<file path="config.mk">
export PLATFORM = sky130hd
export DESIGN_NAME = conv_window_3x3
export DESIGN_NICKNAME = d
export VERILOG_FILES = /design/src/rtl/conv_window_3x3.sv
export SDC_FILE = /design/constraint.sdc
export NUM_CORES = 1
export LEC_CHECK = 0
export ABC_AREA = 1
export CAP_MARGIN = 20
export CORE_MARGIN = 2
export CORE_UTILIZATION = 54
export CTS_BUF_LIST = sky130_fd_sc_hd__clkbuf_4
export DETAILED_ROUTE_END_ITERATION = 12
export PLACE_DENSITY = 0.78
export RECOVER_POWER = 50
export SYNTH_ARGS = -nofsm -noshare
export SYNTH_HDL_FRONTEND = slang
export SYNTH_SLANG_ARGS = --single-unit
</file>
<file path="constraint.sdc">
create_clock -name clk -period 4.9 [get_ports clk]
set_clock_uncertainty 0.15 [all_clocks]
set_input_delay 0.735 -clock clk [delete_from_list [all_inputs] [get_ports clk]]
set_output_delay 0.735 -clock clk [all_outputs]
set_load 0.01 [all_outputs]
</file>
<file path="src/rtl/conv_window_3x3.sv">
// 3x3 sliding-window generator over a raster pixel stream.
// Two line buffers feed the right column of a shifting 3x3 window.
module conv_window_3x3 #(
  parameter int IMG_WIDTH  = 10,
  parameter int IMG_HEIGHT = 10,
  parameter int DATA_W     = 16
) (
  input  logic                clk,
  input  logic                rst,
  input  logic                pix_vsync,
  input  logic                pix_href,
  input  logic [DATA_W-1:0]   pix_data,
  output logic                matrix_vsync,
  output logic                matrix_href,
  output logic [6:0]          matrix_h_cnt,
  output logic [6:0]          matrix_v_cnt,
  output logic [9*DATA_W-1:0] fm_data,
  output logic                frame_err
);
  localparam int AW = $clog2(IMG_WIDTH);
  localparam int CW = 3 * DATA_W;
  localparam logic [6:0] H_LAST = 7'(IMG_WIDTH - 1);
  localparam logic [6:0] V_END  = 7'(IMG_HEIGHT);

  logic              vs_prev;
  logic              armed;
  logic [6:0]        in_h_cnt;
  logic [6:0]        in_v_cnt;
  logic [CW-1:0]     col0;
  logic [CW-1:0]     col1;
  logic [CW-1:0]     col2;
  logic [DATA_W-1:0] lb1 [IMG_WIDTH];
  logic [DATA_W-1:0] lb2 [IMG_WIDTH];

  logic          rise;
  logic          acc;
  logic          take;
  logic          emit;
  logic [6:0]    h_cur;
  logic [6:0]    v_cur;
  logic [AW-1:0] idx;
  logic [CW-1:0] col_new;

  // A pixel on the vsync-rise cycle lands at (0,0) of the new frame.
  assign rise    = pix_vsync & ~vs_prev;
  assign h_cur   = rise ? 7'd0 : in_h_cnt;
  assign v_cur   = rise ? 7'd0 : in_v_cnt;
  assign acc     = armed & pix_vsync & pix_href;
  assign take    = acc & (v_cur != V_END);
  assign emit    = take & (v_cur >= 7'd2) & (h_cur >= 7'd2);
  assign idx     = h_cur[AW-1:0];
  assign col_new = {lb2[idx], lb1[idx], pix_data};

  // Columns are {top, mid, bottom}; output is row-major, left to right.
  function automatic logic [9*DATA_W-1:0] pack(
    input logic [CW-1:0] a,
    input logic [CW-1:0] b,
    input logic [CW-1:0] c
  );
    logic [9*DATA_W-1:0] r;
    r = '0;
    for (int k = 0; k < 3; k++) begin
      r[(2-k)*CW +: CW] = {a[(2-k)*DATA_W +: DATA_W],
                           b[(2-k)*DATA_W +: DATA_W],
                           c[(2-k)*DATA_W +: DATA_W]};
    end
    return r;
  endfunction

  always_ff @(posedge clk) begin
    if (rst) begin
      // Held high so a vsync already high at reset release is no frame start.
      vs_prev      <= 1'b1;
      armed        <= 1'b0;
      in_h_cnt     <= '0;
      in_v_cnt     <= '0;
      col0         <= '0;
      col1         <= '0;
      col2         <= '0;
      matrix_vsync <= 1'b0;
      matrix_href  <= 1'b0;
      matrix_h_cnt <= '0;
      matrix_v_cnt <= '0;
      fm_data      <= '0;
      frame_err    <= 1'b0;
    end else begin
      vs_prev      <= pix_vsync;
      matrix_vsync <= pix_vsync;
      if (rise) begin
        armed     <= 1'b1;
        in_h_cnt  <= '0;
        in_v_cnt  <= '0;
        frame_err <= 1'b0;
      end
      if (acc && !take) begin
        frame_err <= 1'b1;
      end
      if (take) begin
        col0 <= col1;
        col1 <= col2;
        col2 <= col_new;
        if (h_cur == H_LAST) begin
          in_h_cnt <= '0;
          in_v_cnt <= v_cur + 7'd1;
        end else begin
          in_h_cnt <= h_cur + 7'd1;
          in_v_cnt <= v_cur;
        end
      end
      matrix_href <= emit;
      if (emit) begin
        fm_data      <= pack(col1, col2, col_new);
        matrix_h_cnt <= h_cur - 7'd2;
        matrix_v_cnt <= v_cur - 7'd2;
      end
    end
  end

  always_ff @(posedge clk) begin
    if (take && !rst) begin
      lb2[idx] <= lb1[idx];
      lb1[idx] <= pix_data;
    end
  end
endmodule

</file>
# --- After elaboration in Yosys (flattened, before gate mapping) ---
# Memories as Yosys holds them, arrays and structs flattened.
# Index checks and enable logic that the tools add are counted.
word_totals:
  regBits: 273
  ram_bits: 320
  out_inout_bits: 161
  elab_cells: 44
  n_memories: 2
op_classes:
  add_sub_neg: 4
  order_cmp: 2
  eq_ne: 2
  n_mux: 10
  n_bitwise: 7
  n_reduce_logical: 5
mem_list:
  columns: ["name", "words", "width", "read_ports", "rd_clocked_by_memory_dff", "write_ports", "line_no", "text"]
  rows:
  - ["lb1", 10, 16, 1, 0, 1, "32", "logic [DATA_W-1:0] lb1 [IMG_WIDTH];"]
  - ["lb2", 10, 16, 1, 0, 1, "33", "logic [DATA_W-1:0] lb2 [IMG_WIDTH];"]
ops:
  columns: ["operator", "count"]
  rows:
  - ["$mux 7", 6]
  - ["$add 7x1->7 const B", 2]
  - ["$ge 7x2->1 const B", 2]
  - ["$sub 7x2->7 const B", 2]
  - ["$eq 7x4->1 const B", 1]
  - ["$ne 7x4->1 const B", 1]
  - ["$and 1x1->1", 6]
  - ["$mux 1", 4]
  - ["$logic_and 1x1->1", 2]
  - ["$logic_not 1->1", 2]
  - ["$reduce_bool 2->1", 1]
  - ["$not 1->1", 1]

# --- Logic depth before layout (Yosys ltp) ---
# Gate-level depths: netlist (run 1).
logic_depth:
  ltp_word: 8
  depth_mapped: 15

# --- Worst setup path before layout (run 1) ---
# Ideal clock, no wire load.
synth_path:
  kind: "in2reg"
  from: "input pix_vsync"
  to: "memory lb1[6][0] (enable)"
  arrival_time_ps: 4431
  setup_slack_ps: -149
  stages: 12
  n_path_buf: 3
  path_cell_list: "nand2_4 -> buf_4 -> nand2_1 -> inv_1 -> ha_1 -> nand3_1 -> nor2_2 -> nand2_1 -> nand2_1 -> buf_2 -> buf_1 -> nor3b_1"
synth_between:
  elab_chain_cells: 7
  word_cells_on_any_way: 10
synth_rtl:
  columns: ["element", "line_no", "text"]
  rows:
  - ["from (decl)", "10", "input logic pix_vsync,"]
  - ["$and 1x1->1", "45", "assign rise = pix_vsync & ~vs_prev;"]
  - ["$mux 7", null, null]
  - ["$ne 7x4->1", "49", "assign take = acc & (v_cur != V_END);"]
  - ["$and 1x1->1", "49", null]
  - ["$logic_and 1x1->1", "120", "if (take && !rst) begin"]
  - ["$mux 1", "120", null]
  - ["$mux 1 (not written as such)", "122", "lb1[idx] <= pix_data;"]
  - ["to (decl)", "32", null]
# Parallel ways exist; a longest one is shown, timed or not.

# --- Final worst setup path (run 1) ---
layout_path:
  from: "input pix_vsync"
  to: "register in_h_cnt[1]"
layout_between:
  elab_chain_cells: 5
  word_cells_on_any_way: 11
layout_rtl:
  columns: ["element", "line_no", "text"]
  rows:
  - ["$and 1x1->1", "45", null]
  - ["$mux 7", null, null]
  - ["$add 7x1->7, or another cell as far along", "106", "in_h_cnt <= h_cur + 7'd1;"]
  - ["$mux 7 or $and 1x1->1 (tied branches)", "102, 49", null]
  - ["$mux 7 (*)", "98", "if (take) begin"]
  - ["to (signal assigned)", "106", null]
  - ["to (decl)", "27", "logic [6:0] in_h_cnt;"]
# Every way passes the cells marked *; elsewhere a longest branch is shown, timed or not.
# A chain may end at the register's enable or synchronous reset.

==> metrics.md, run 1 <==
| Metric | Value |
|---|---|
| Status | `complete, but fails checks` |
| Failing checks | `max-capacitance violations, max-slew violations` |
| Area Growth Syn to Fin | `17.7%` |
| Clk_lat worst skew | `~0.85 ns` |
| Async set or reset register ratio after synthesis | `0` |
| FF/Latch Area | `15,100 µm²` |
| DR vias | `17,523` |
| Critical Path Sink Type | `flop` |
| CP startpoint kind | `input port` |
| Part of the cycle the worst path needs | `0.822` |
| Final hold vios | `0` |
| RSZ-0062 raised after global routing | `no` |
| Hold wc startpoint | `fm_data[7]` |
| Std cell rows | `75` |
| Top-count cell post-synth | `nor2_1` |
| Slew Viols, Final | `33` |
| First-pass GRT wire length | `88.9 mm` |
| Vias in the first global route | `between 15,000 and 20,000` |
| Hold Path Cell Cnt | `2` |
| Hold_ws | `around 0.3 ns` |
| WS Path Type | `input port to flop` |
| Final GP Congestion | `roughly 0.85` |
| PostCTS Resize Cnt | `0` |
| CTS sink cnt | `593` |
| Initial Util | `0.546` |
| Avg Cell Area, Syn | `9.69 µm²` |
| # Max-Cap Violations | `1` |
| CP bufs+invs | `4` |
| Crit path max fanout | `37` |
| Fill cells | `3,214` |
| Setup Fix Bufs, Post-CTS | `0` |
| Port bufs | `180` |
| Die Span X | `between 200 and 250 µm` |
| Worst path arrival time | `4.56 ns` |
| Cell count after synthesis | `approximately 2,400` |
| Final Setup Violations | `0` |
| Highest cell delay on the worst timing path | `0.79 ns` |
| Reg2reg end | `in_h_cnt[1]` |
| Die area | `between 40,000 and 50,000 µm²` |
| Hold_buf cts | `0` |
| Core area | `around 42,000 µm²` |
| Peak VDD IR | `0.161 mV` |
| Clock buffer depth | `3` |
| Clock period minus worst slack | `~4 ns` |
| H-tree Lvls | `4` |
| Yosys cell types | `34` |
| Sink of the worst hold path | `fm_data[7]` |
| Worst reg2reg startpoint | `vs_prev` |
| CP delay by family, top | `simple AND/OR/NAND/NOR gates` |
| Crit-path slowest cell | `nand2_1` |
| Most frequent CP cell | `nor2_1` |
| R2r setup slk | `slightly above 0.9 ns` |
| #FFs+latches synth | `~590` |
| Area of the multi-input gates | `roughly 6300 µm²` |
| Initial antenna violation count | `1` |
| Critical Path, Cell by Cell | `clkdlybuf4s50_1 -> nand2_1 -> nand2_4 -> inv_2 -> ha_1 -> inv_1 -> nor2_1 -> nand2_1 -> nor2_1 -> nor2_1 -> inv_1 -> a211oi_1` |
| Synth top area share | `0.421` |
| Post-synth EDFFs | `320` |
| Post-synth top flop | `edfxtp_1` |
| Area contributors post-synth | `edfxtp_1 42%, dfxtp_1 24%, o21ai_0 6.9%` |
| CTS tree | `built` |
| Relative slew slack | `-0.211` |
| Tot GR Track Use | `0.258` |
| CP required | `approximately 5.4 ns` |
| Max Freq | `248 MHz` |
| Worst-margin pin slew | `~1.8 ns` |
| Vias/cell | `around 5.4` |
| Post-Syn Area | `around 23,000 µm²` |
| Pwr/cell area | `349 nW/µm²` |
| Post-layout instance area | `26,900 µm²` |
| Final ANT Viol Nets | `0` |
| DP Area | `about 25,000 µm²` |
| Synth Warn # | `0` |
| Worst Reg-to-Reg Cells | `12` |
| Initial DRC count | `1,869` |
| WL final | `57.0 mm` |
| Gr ovfl total | `0` |
| Syn_nets | `~2,400` |
| Dpl hpwl | `approximately 35 mm` |
| Setup_tns | `0 ns` |
| Post-route DRC | `0` |
| Die H | `~210 µm` |
| Hold Path Class | `flop to flop` |
| Pre-antenna DRT Iters | `6` |
| Synth area leader | `edfxtp_1` |
| Seq/Total Area, Yosys | `0.660` |
| I/O Pins | `about 180` |
| Share of cells above drive strength 1 | `0.104` |
| Worst-path clk slew | `roughly 0.060 ns` |
| CTS buffer count | `145` |
| Drt wl/cell | `between 15 and 20 µm` |
| Final #Nets | `~2,600` |
| Largest net degree at the start of global routing | `roughly 120` |
| Most frequent cells after synthesis | `390 x nor2_1, 320 x edfxtp_1, 316 x o21ai_0` |
| LEAKAGE | `roughly 11 nW` |
| Core Util, Final | `0.642` |
| Root Driver | `clkbuf_4` |
==> sequential cells by signal, indices dropped and copies added (netlist names) <==
signal,cells
frame_err,1
col1,48
matrix_vsync,1
fm_data,144
lb2,160
matrix_v_cnt,7
armed,1
col2,48
matrix_h_cnt,7
in_h_cnt,7
in_v_cnt,7
matrix_href,1
lb1,160
vs_prev,1
==> metal layers <==
| metal | track usage | vias to the layer above | wire length, µm |
|---|---|---|---|
| li1 | - | 8339 | - |
| met5 | 0 | - | 0 |
| met4 | 0.104 | 0 | 1420 |
| met2 | 0.423 | 822 | 27400 |
| met1 | 0.344 | 8247 | 23300 |
| met3 | 0.0453 | 115 | 4790 |
==> power breakdown <==
group | leakage, nW | internal [mW] | switching, mW | total (mW)
clock | 1.06 | 2.01 | 1.86 | 3.88
sequential | 5.08 | 5.24 | 0.0132 | 5.26
combinational | 4.43 | 0.0642 | 0.188 | 0.252
==> cells by family after synthesis <==
logic type      Yosys count  synth area share
flops                   593             0.660
simple gates            788             0.137
xor+xnor                  9           0.00345
fa+ha+maj                 9           0.00493
buf+inv                 391            0.0679
compound gates          568             0.127
==> layout make-up <==
type | instances | share of cell area
antenna | 2 | 0.000186
clock buffer | 210 | 0.0586
clock inverter | 40 | 0.00661
inverter | 248 | 0.0348
multi-input combinational | 1374 | 0.233
sequential | 593 | 0.561
tap | 539 | 0.0251
timing repair buffer | 219 | 0.0806
==> how the worst max path moves through the flow <==
stage / startpoint / depth (start not counted) / endpoint / slack, ns
2_1_floorplan: pix_vsync / 12 / lb1[5][0] / 0.04
3_3_place_gp: pix_vsync / 11 / lb1[3][5] / 0.77
3_5_place_dp: pix_vsync / 11 / lb1[7][14] / 0.68
4_1_cts: pix_vsync / 11 / lb2[7][7] / 1.53
5_1_grt: pix_vsync / 11 / lb1[3][10] / 0.62
6_report: pix_vsync / 12 / in_h_cnt[1] / 0.87
==> per-stage QoR <==
| stage | worst slack (ns) | instances | power (mW) |
|---|---|---|---|
| finish | 0.870 | 3225 | 9.39 |
| global route | 0.623 | 3224 | 9.73 |
| CTS | 1.53 | 3223 | 9.45 |
| detailed placement | 0.680 | 2973 | 5.62 |
| global placement | 0.774 | 2973 | 5.61 |
| floorplan | 0.0430 | 2358 | 5.51 |
==> cell usage in the layout, fill, tap and decap left out, types with 2 or more instances in the layout <==
cell type and instances:
edfxtp_1 320, nand3b_1 8, nor2_1 387, clkbuf_4 210, o21ai_0 317, buf_4 32
nand2_2 3, inv_2 8, nand4_1 3, nor3_1 5, xor2_1 6, clkinv_1 33
o22ai_1 15, o21ai_1 32, dlygate4sd3_1 178, nand3_1 76, a21oi_1 198, nand2_1 293
nor3_2 5, inv_1 244, dfxtp_1 272, clkdlybuf4s50_1 2, diode_2 2, buf_12 6
ha_1 9, nor2_2 5, xnor2_1 3
==> worst reg2reg max path, stage by stage (launching register included) <==
cell	delay, ns
dfxtp_1	0.35
inv_2	0.03
nand2_1	0.74
nand2_4	0.50
inv_2	0.54
ha_1	0.24
inv_1	0.09
nor2_1	0.15
nand2_1	0.11
nor2_1	0.51
nor2_1	0.16
inv_1	0.20
a211oi_1	0.07
Power figures use the tool's default switching activity.
==> run 2, diff against run 1 <==
--- a/config.mk
+++ b/config.mk
@@ -11,7 +11,7 @@
 export CORE_UTILIZATION = 54
 export CTS_BUF_LIST = sky130_fd_sc_hd__clkbuf_4
 export DETAILED_ROUTE_END_ITERATION = 12
-export PLACE_DENSITY = 0.78
+export PLACE_DENSITY = 0.75
 export RECOVER_POWER = 50
 export SYNTH_ARGS = -nofsm -noshare
 export SYNTH_HDL_FRONTEND = slang
==> constraint.sdc (replaced) <==
create_clock -name clk -period 3.9 [get_ports clk]
set_clock_uncertainty 0.15 [all_clocks]
set_input_delay 0.585 -clock clk [delete_from_list [all_inputs] [get_ports clk]]
set_output_delay 0.585 -clock clk [all_outputs]
set_load 0.01 [all_outputs]
==> run 2 against run 1 <==
Against the previous run:
- the flow still finishes with violations (max-capacitance violations, max-slew violations)
- via count down 0.62%
- register-to-register slack worse by 0.34 ns
- total power up 28%
- die area unchanged
- non-clock buffer count up 14
- global-route usage up 0.25 points
- first-iteration DRC count down 6.8%
- critical path depth down 2
- worst hold slack worse by 0.0013 ns
- combinational power up 31%
- cell count up 0.71%
- critical endpoint is now lb2[3][7]
==> metrics.md, run 2 (synthesis results as in run 1) <==
| Metric | Value |
|---|---|
| Hold_buf cts | `0 (unchanged)` |
| Final Setup Violations | `0 (unchanged)` |
| Gr ovfl total | `0 (unchanged)` |
| Clock period minus worst slack | `between 3 and 4 ns` |
| CP required | `4.21 ns (-1.22 ns)` |
| First-pass GRT wire length | `89.5 mm (+0.59%)` |
| Final GP Congestion | `0.859 (+1.2%)` |
| PostCTS Resize Cnt | `0 (unchanged)` |
| Die area | `44,000 µm² (unchanged)` |
| H-tree Lvls | `4 (unchanged)` |
| Core area | `41,900 µm² (unchanged)` |
| Relative slew slack | `-0.198 (+0.0134)` |
| FF/Latch Area | `15,100 µm² (unchanged)` |
| Max Freq | `302 MHz` |
| Die Span X | `210 µm (unchanged)` |
| Most common cell after layout, fill and taps aside | `nor2_1` |
| WL final | `57.1 mm (+0.32%)` |
| # Max-Cap Violations | `2 (+1)` |
| Final ANT Viol Nets | `0 (unchanged)` |
| Critical Path Sink Type | `flop` |
| CTS buffer count | `150 (+3.4%)` |
| Clock buffer depth | `3 (unchanged)` |
| Post-route DRC | `0 (unchanged)` |
| Part of the cycle the worst path needs | `0.848` |
| DR vias | `17,415 (-0.62%)` |
| Largest net degree at the start of global routing | `212 (+83%)` |
| Switching share of power | `0.220 (-0.000345)` |
| Root Driver | `clkbuf_4` |
| Pre-antenna DRT Iters | `6 (unchanged)` |
| Tot GR Track Use | `0.261 (+0.00253)` |
| Area of the multi-input gates | `6290 µm² (+0.28%)` |
| Seq pwr share | `0.550 (-0.010)` |
| Hold Path Class | `flop to flop` |
| Final hold vios | `0 (unchanged)` |
| Initial antenna violation count | `1 (unchanged)` |
| RSZ-0062 raised after global routing | `no` |
| Std cell rows | `75 (unchanged)` |
| Vias in the first global route | `16,845 (-0.44%)` |
| Fill cells | `3,268 (+1.7%)` |
| Sw Pwr | `2.64 mW (+28%)` |
| Vias/cell | `5.36 (-1.3%)` |
| CTS tree | `built` |
| Top flop regs | `lb1: 160 flops, lb2: 160 flops, fm_data: 144 flops` |
| Hold_ws | `0.291 ns (-0.00129 ns)` |
| Setup Fix Bufs, Post-CTS | `0 (unchanged)` |
| Initial DRC count | `1,741 (-6.8%)` |
| Crit path max fanout | `17 (-54%)` |
| Commonest non-fill, non-tap cells in the layout | `388 x nor2_1, 320 x edfxtp_1, 319 x o21ai_0, 292 x nand2_1, 272 x dfxtp_1` |
| Share of cells above drive strength 1 | `0.112 (+0.00757)` |
| Port bufs | `180 (unchanged)` |
| CP startpoint kind | `flop` |
| Worst setup path startpoint | `vs_prev` |
| Pwr/cell area | `442 nW/µm² (+27%)` |
| Worst path arrival time | `3.62 ns (-0.94 ns)` |
| Worst-margin pin slew | `1.80 ns (-0.0201 ns)` |
| Int Power | `9.38 mW (+28%)` |
| Dpl hpwl | `35.4 mm (+0.85%)` |
| Clock power frac | `0.423 (+0.010)` |
| Drt wl/cell | `17.6 µm (-0.39%)` |
| Peak VDD IR | `0.229 mV (+42%)` |
| Worst reg2reg startpoint | `vs_prev` |
| Clk_lat worst skew | `0.84 ns (about the same)` |
| LEAKAGE | `10.7 nW (+1.5%)` |
| Status | `complete, but fails checks` |
| Worst-path clk slew | `0.06 ns (about the same)` |
| Die H | `210 µm (unchanged)` |
| CTS sink cnt | `593 (unchanged)` |
| Initial Util | `0.546 (unchanged)` |
| Final #Nets | `2,629 (+0.73%)` |
| WS Path Type | `flop to flop` |
| Failing checks | `max-capacitance violations, max-slew violations` |
| I/O Pins | `181 (unchanged)` |
| Area Growth Syn to Fin | `18.9%` |
| Slew Viols, Final | `243 (+640%)` |
| Logic pwr share | `0.028 (about the same)` |
| Core Util, Final | `0.649 (+0.00697)` |
| Hold wc startpoint | `fm_data[137]` |
==> run 2: cell count changes in the layout (fill, tap and decap cells not counted), sizes merged <==
cell,before,now
bufinv,1,2
clkinvlp,0,1
buf,38,41
inv,253,255
diode,2,1
clkinv,34,31
clkbuf,211,231
==> run 2: worst max-delay path, stage by stage, from the launching register on <==
cell	delay [ns]
dfxtp_1	0.33
inv_1	0.06
nand2_4	0.16
clkbuf_1	0.38
nand2_1	0.15
buf_4	0.23
nor2_1	0.14
clkbuf_2	0.42
nand2_1	0.12
nand3_1	0.08
clkbuf_1	0.70
==> run 2: per-stage QoR <==
| stage | TNS (ns) | cell area [µm²] | power [mW] | setup slack, ns | instances |
|---|---|---|---|---|---|
| 2_1_floorplan | -48.93 | 22900 | 6.92 | -0.765 | 2358 |
| 3_3_place_gp | 0 | 25400 | 7.06 | 0.297 | 2987 |
| 3_5_place_dp | 0 | 25400 | 7.07 | 0.282 | 2987 |
| 4_1_cts | 0 | 27300 | 12.1 | 1.08 | 3247 |
| 5_1_grt | 0 | 27200 | 12.5 | 0.403 | 3248 |
| 6_report | 0 | 27200 | 12.0 | 0.592 | 3248 |
==> run 2: final cells by class <==
cell class                 count  share of cell area
timing repair buffer         233              0.0860
inverter                     248              0.0344
clock buffer                 219              0.0605
multi-input combinational   1374               0.231
tap                          539              0.0248
clock inverter                41             0.00792
sequential                   593               0.555
antenna                        1           0.0000921
==> run 2: power by group through the flow <==
stage          clock network [mW]  registers (mW)  logic (mW)
4_1_cts                      5.19            6.61       0.331
5_1_grt                      5.52            6.61       0.367
2_1_floorplan                   0            6.74       0.187
3_3_place_gp                    0            6.74       0.322
6_report                     5.08            6.61       0.331
3_5_place_dp                    0            6.74       0.330
==> run 2: final timing paths <==
| path | slack (ns) | cells after the start | endpoint |
|---|---|---|---|
| worst max-delay path | 0.59 | 10 | lb2[3][7] |
| worst min-delay path | 0.29 | 2 | fm_data[137] |
| worst max register to register | 0.59 | 10 | lb2[3][7] |
| worst min register to register | 0.29 | 2 | fm_data[137] |
==> run 2: metal layers <==
metal  vias to the layer above  routed length, µm  GRT usage
met5                         -                  0          0
met4                         0               1330     0.0968
met2                       794              27000      0.418
met1                      8125              23700      0.349
met3                       103               5140     0.0600
li1                       8393                  -          -
==> run 3, diff against run 2 <==
==> constraint.sdc (replaced) <==
create_clock -name clk -period 3.1 [get_ports clk]
set_clock_uncertainty 0.15 [all_clocks]
set_input_delay 0.465 -clock clk [delete_from_list [all_inputs] [get_ports clk]]
set_output_delay 0.465 -clock clk [all_outputs]
set_load 0.01 [all_outputs]
==> run 3 against run 2 <==
Against the previous run:
- cell count is 1.9% higher
- combinational power rose by 32%
- clock-buffer cell count increased by 2
- worst hold slack worse by 0.0013 ns
- setup slack worse by 0.22 ns
- routed wire length up 1.2%
- the flow still finishes with violations (max-capacitance violations, max-slew violations)
- highest routed layer unchanged
- total power rose by 27%
- largest power group unchanged
- largest cell class unchanged
- non-clock buffer count grew 69
==> metrics.md, run 3 (synthesis results as in run 1) <==
| Metric | Value |
|---|---|
| Status | `complete, but fails checks` |
| Failing checks | `max-capacitance violations, max-slew violations` |
| CTS buffer count | `149 (-0.67%)` |
| Post-layout instance area | `27,900 µm² (+2.7%)` |
| Peak VDD IR | `0.309 mV (+35%)` |
| Largest net degree at the start of global routing | `150 (-29%)` |
| Gr ovfl total | `0 (unchanged)` |
| Die Span X | `210 µm (unchanged)` |
| Vias/cell | `5.33 (-0.55%)` |
| Worst-margin pin slew | `1.62 ns (-0.180 ns)` |
| R2r setup slk | `0.37 ns (-0.22 ns)` |
| Final Power | `15.3 mW (+27%)` |
| Worst-path clk slew | `0.06 ns (about the same)` |
| Hold wc startpoint | `fm_data[41]` |
| Pwr/cell area | `547 nW/µm² (+24%)` |
| CP delay by family, top | `buffers and inverters` |
| Initial antenna violation count | `1 (unchanged)` |
| Core Util, Final | `0.667 (+0.0173)` |
| Setup_tns | `0 ns (unchanged)` |
| Drt wl/cell | `17.5 µm (-0.68%)` |
| Std cell rows | `75 (unchanged)` |
| Most common cell after layout, fill and taps aside | `nor2_1` |
| RSZ-0062 raised after global routing | `no` |
| Final ANT Viol Nets | `0 (unchanged)` |
| Max Freq | `367 MHz (+21%)` |
| Initial Util | `0.546 (unchanged)` |
| Critical Path, Cell by Cell | `inv_1 -> nand2_4 -> nand2_1 -> buf_4 -> clkbuf_2 -> nor2_1 -> o21ai_0 -> o21ai_0 -> nand2_1 -> nand3_1 -> dlymetal6s2s_1` |
| Critical Path Sink Type | `flop` |
| Final hold vios | `0 (unchanged)` |
| Clock period minus worst slack | `2.73 ns (-0.582 ns)` |
| Pre-antenna DRT Iters | `5 (-1)` |
| Part of the cycle the worst path needs | `0.879 (+0.0311)` |
| Worst reg2reg startpoint | `vs_prev` |
| DP Area | `26,300 µm² (+3.5%)` |
| Hold Path Cell Cnt | `2 (unchanged)` |
| CTS tree | `built` |
| Worst Reg-to-Reg Cells | `11 (+1)` |
| Crit path max fanout | `22 (+5)` |
| Hold_buf cts | `0 (unchanged)` |
| Area Growth Syn to Fin | `22.1%` |
| Dpl ws | `-0.0503 ns (-0.332 ns)` |
| Final Setup Violations | `0 (unchanged)` |
| Tot GR Track Use | `0.262 (+0.00137)` |
| Initial DRC count | `1,848 (+6.1%)` |
| CP required | `3.49 ns (-0.72 ns)` |
| DR vias | `17,650 (+1.3%)` |
| Slew Viols, Final | `31 (-87%)` |
| Worst Slack Setup Final | `0.374 ns (-0.218 ns)` |
| Final #Nets | `2,697 (+2.6%)` |
| Top flop regs | `lb1: 160 flops, lb2: 160 flops, fm_data: 144 flops` |
| WS Path Type | `flop to flop` |
| Root Driver | `clkbuf_4` |
| WL final | `57.8 mm (+1.2%)` |
| Setup Fix Bufs, Post-CTS | `0 (unchanged)` |
| Share of cells above drive strength 1 | `0.133 (+0.0217)` |
| Relative slew slack | `-0.0780 (+0.120)` |
| CP bufs+invs | `4 (-1)` |
| Reg2reg end | `lb2[5][5]` |
| CTS sink cnt | `593 (unchanged)` |
| Core area | `41,900 µm² (unchanged)` |
| Clk_lat worst skew | `0.87 ns (+0.03 ns)` |
| Commonest non-fill, non-tap cells in the layout | `387 x nor2_1, 323 x o21ai_0, 320 x edfxtp_1, 292 x nand2_1, 272 x dfxtp_1` |
| Worst path arrival time | `3.12 ns (-0.50 ns)` |
| LEAKAGE | `10.8 nW (+0.83%)` |
| Post-route DRC | `0 (unchanged)` |
| I/O Pins | `181 (unchanged)` |
| Vias in the first global route | `16,807 (-0.23%)` |
| # Max-Cap Violations | `1 (-1)` |
| Clock buffer depth | `3 (unchanged)` |
| Sink of the worst hold path | `fm_data[41]` |
| Hold Path Class | `flop to flop` |
| Port bufs | `180 (unchanged)` |
| Die H | `210 µm (unchanged)` |
| Highest cell delay on the worst timing path | `0.55 ns (-0.15 ns)` |
| Final GP Congestion | `0.870 (+1.3%)` |
| PostCTS Resize Cnt | `0 (unchanged)` |
| First-pass GRT wire length | `89.6 mm (+0.18%)` |
| Die area | `44,000 µm² (unchanged)` |
| Dpl hpwl | `36.7 mm (+3.4%)` |
| CP startpoint kind | `flop` |
| H-tree Lvls | `4 (unchanged)` |
| Crit-path slowest cell | `dlymetal6s2s_1` |
[run 3: worst max-delay path by stage]
stage / to / from / cells after the start
after floorplan: lb1[6][0] / pix_vsync / 12
after global placement: col2[44] / pix_vsync / 12
after detailed placement: fm_data[82] / pix_vsync / 13
after CTS: fm_data[18] / fm_data[18] / 1
after global routing: lb2[6][3] / vs_prev / 12
final: lb2[5][5] / vs_prev / 11
[run 3: layout make-up]
type	instances	area [µm²]
repair buffers	302	3010
clock buffers	221	1660
inverters	248	936
flip-flops and latches	593	15100
multi-input cells	1374	6310
well taps	539	674
fillers	3197	14000
diodes	1	2.50
clock inverters	32	224
[run 3: where the power goes]
| part | switching, mW | internal [mW] | total [mW] |
|---|---|---|---|
| combinational | 0.308 | 0.130 | 0.438 |
| clock | 3.02 | 3.50 | 6.51 |
| sequential | 0.0213 | 8.29 | 8.31 |
| total | 3.34 | 11.9 | 15.3 |
[run 3: metrics by stage]
| stage | instances | hold slack (ns) |
|---|---|---|
| 2_1_floorplan | 2358 | 0.290 |
| 4_1_cts | 3309 | 0.236 |
| 5_1_grt | 3310 | 0.295 |
| 6_report | 3310 | 0.289 |
| 3_5_place_dp | 3056 | 0.286 |
| 3_3_place_gp | 3056 | 0.285 |
[run 3: layer usage]
| metal | track usage | wire length, µm | vias up |
|---|---|---|---|
| li1 | - | - | 8514 |
| met1 | 0.350 | 24000 | 8300 |
| met2 | 0.425 | 27800 | 742 |
| met3 | 0.0560 | 4820 | 94 |
| met4 | 0.0959 | 1200 | 0 |
| met5 | 0 | 0 | - |
[run 3: worst min-delay path, stage by stage, from the launching register on]
cell and delay, ns:
dfxtp_1 0.30, inv_1 0.04, a21oi_1 0.05
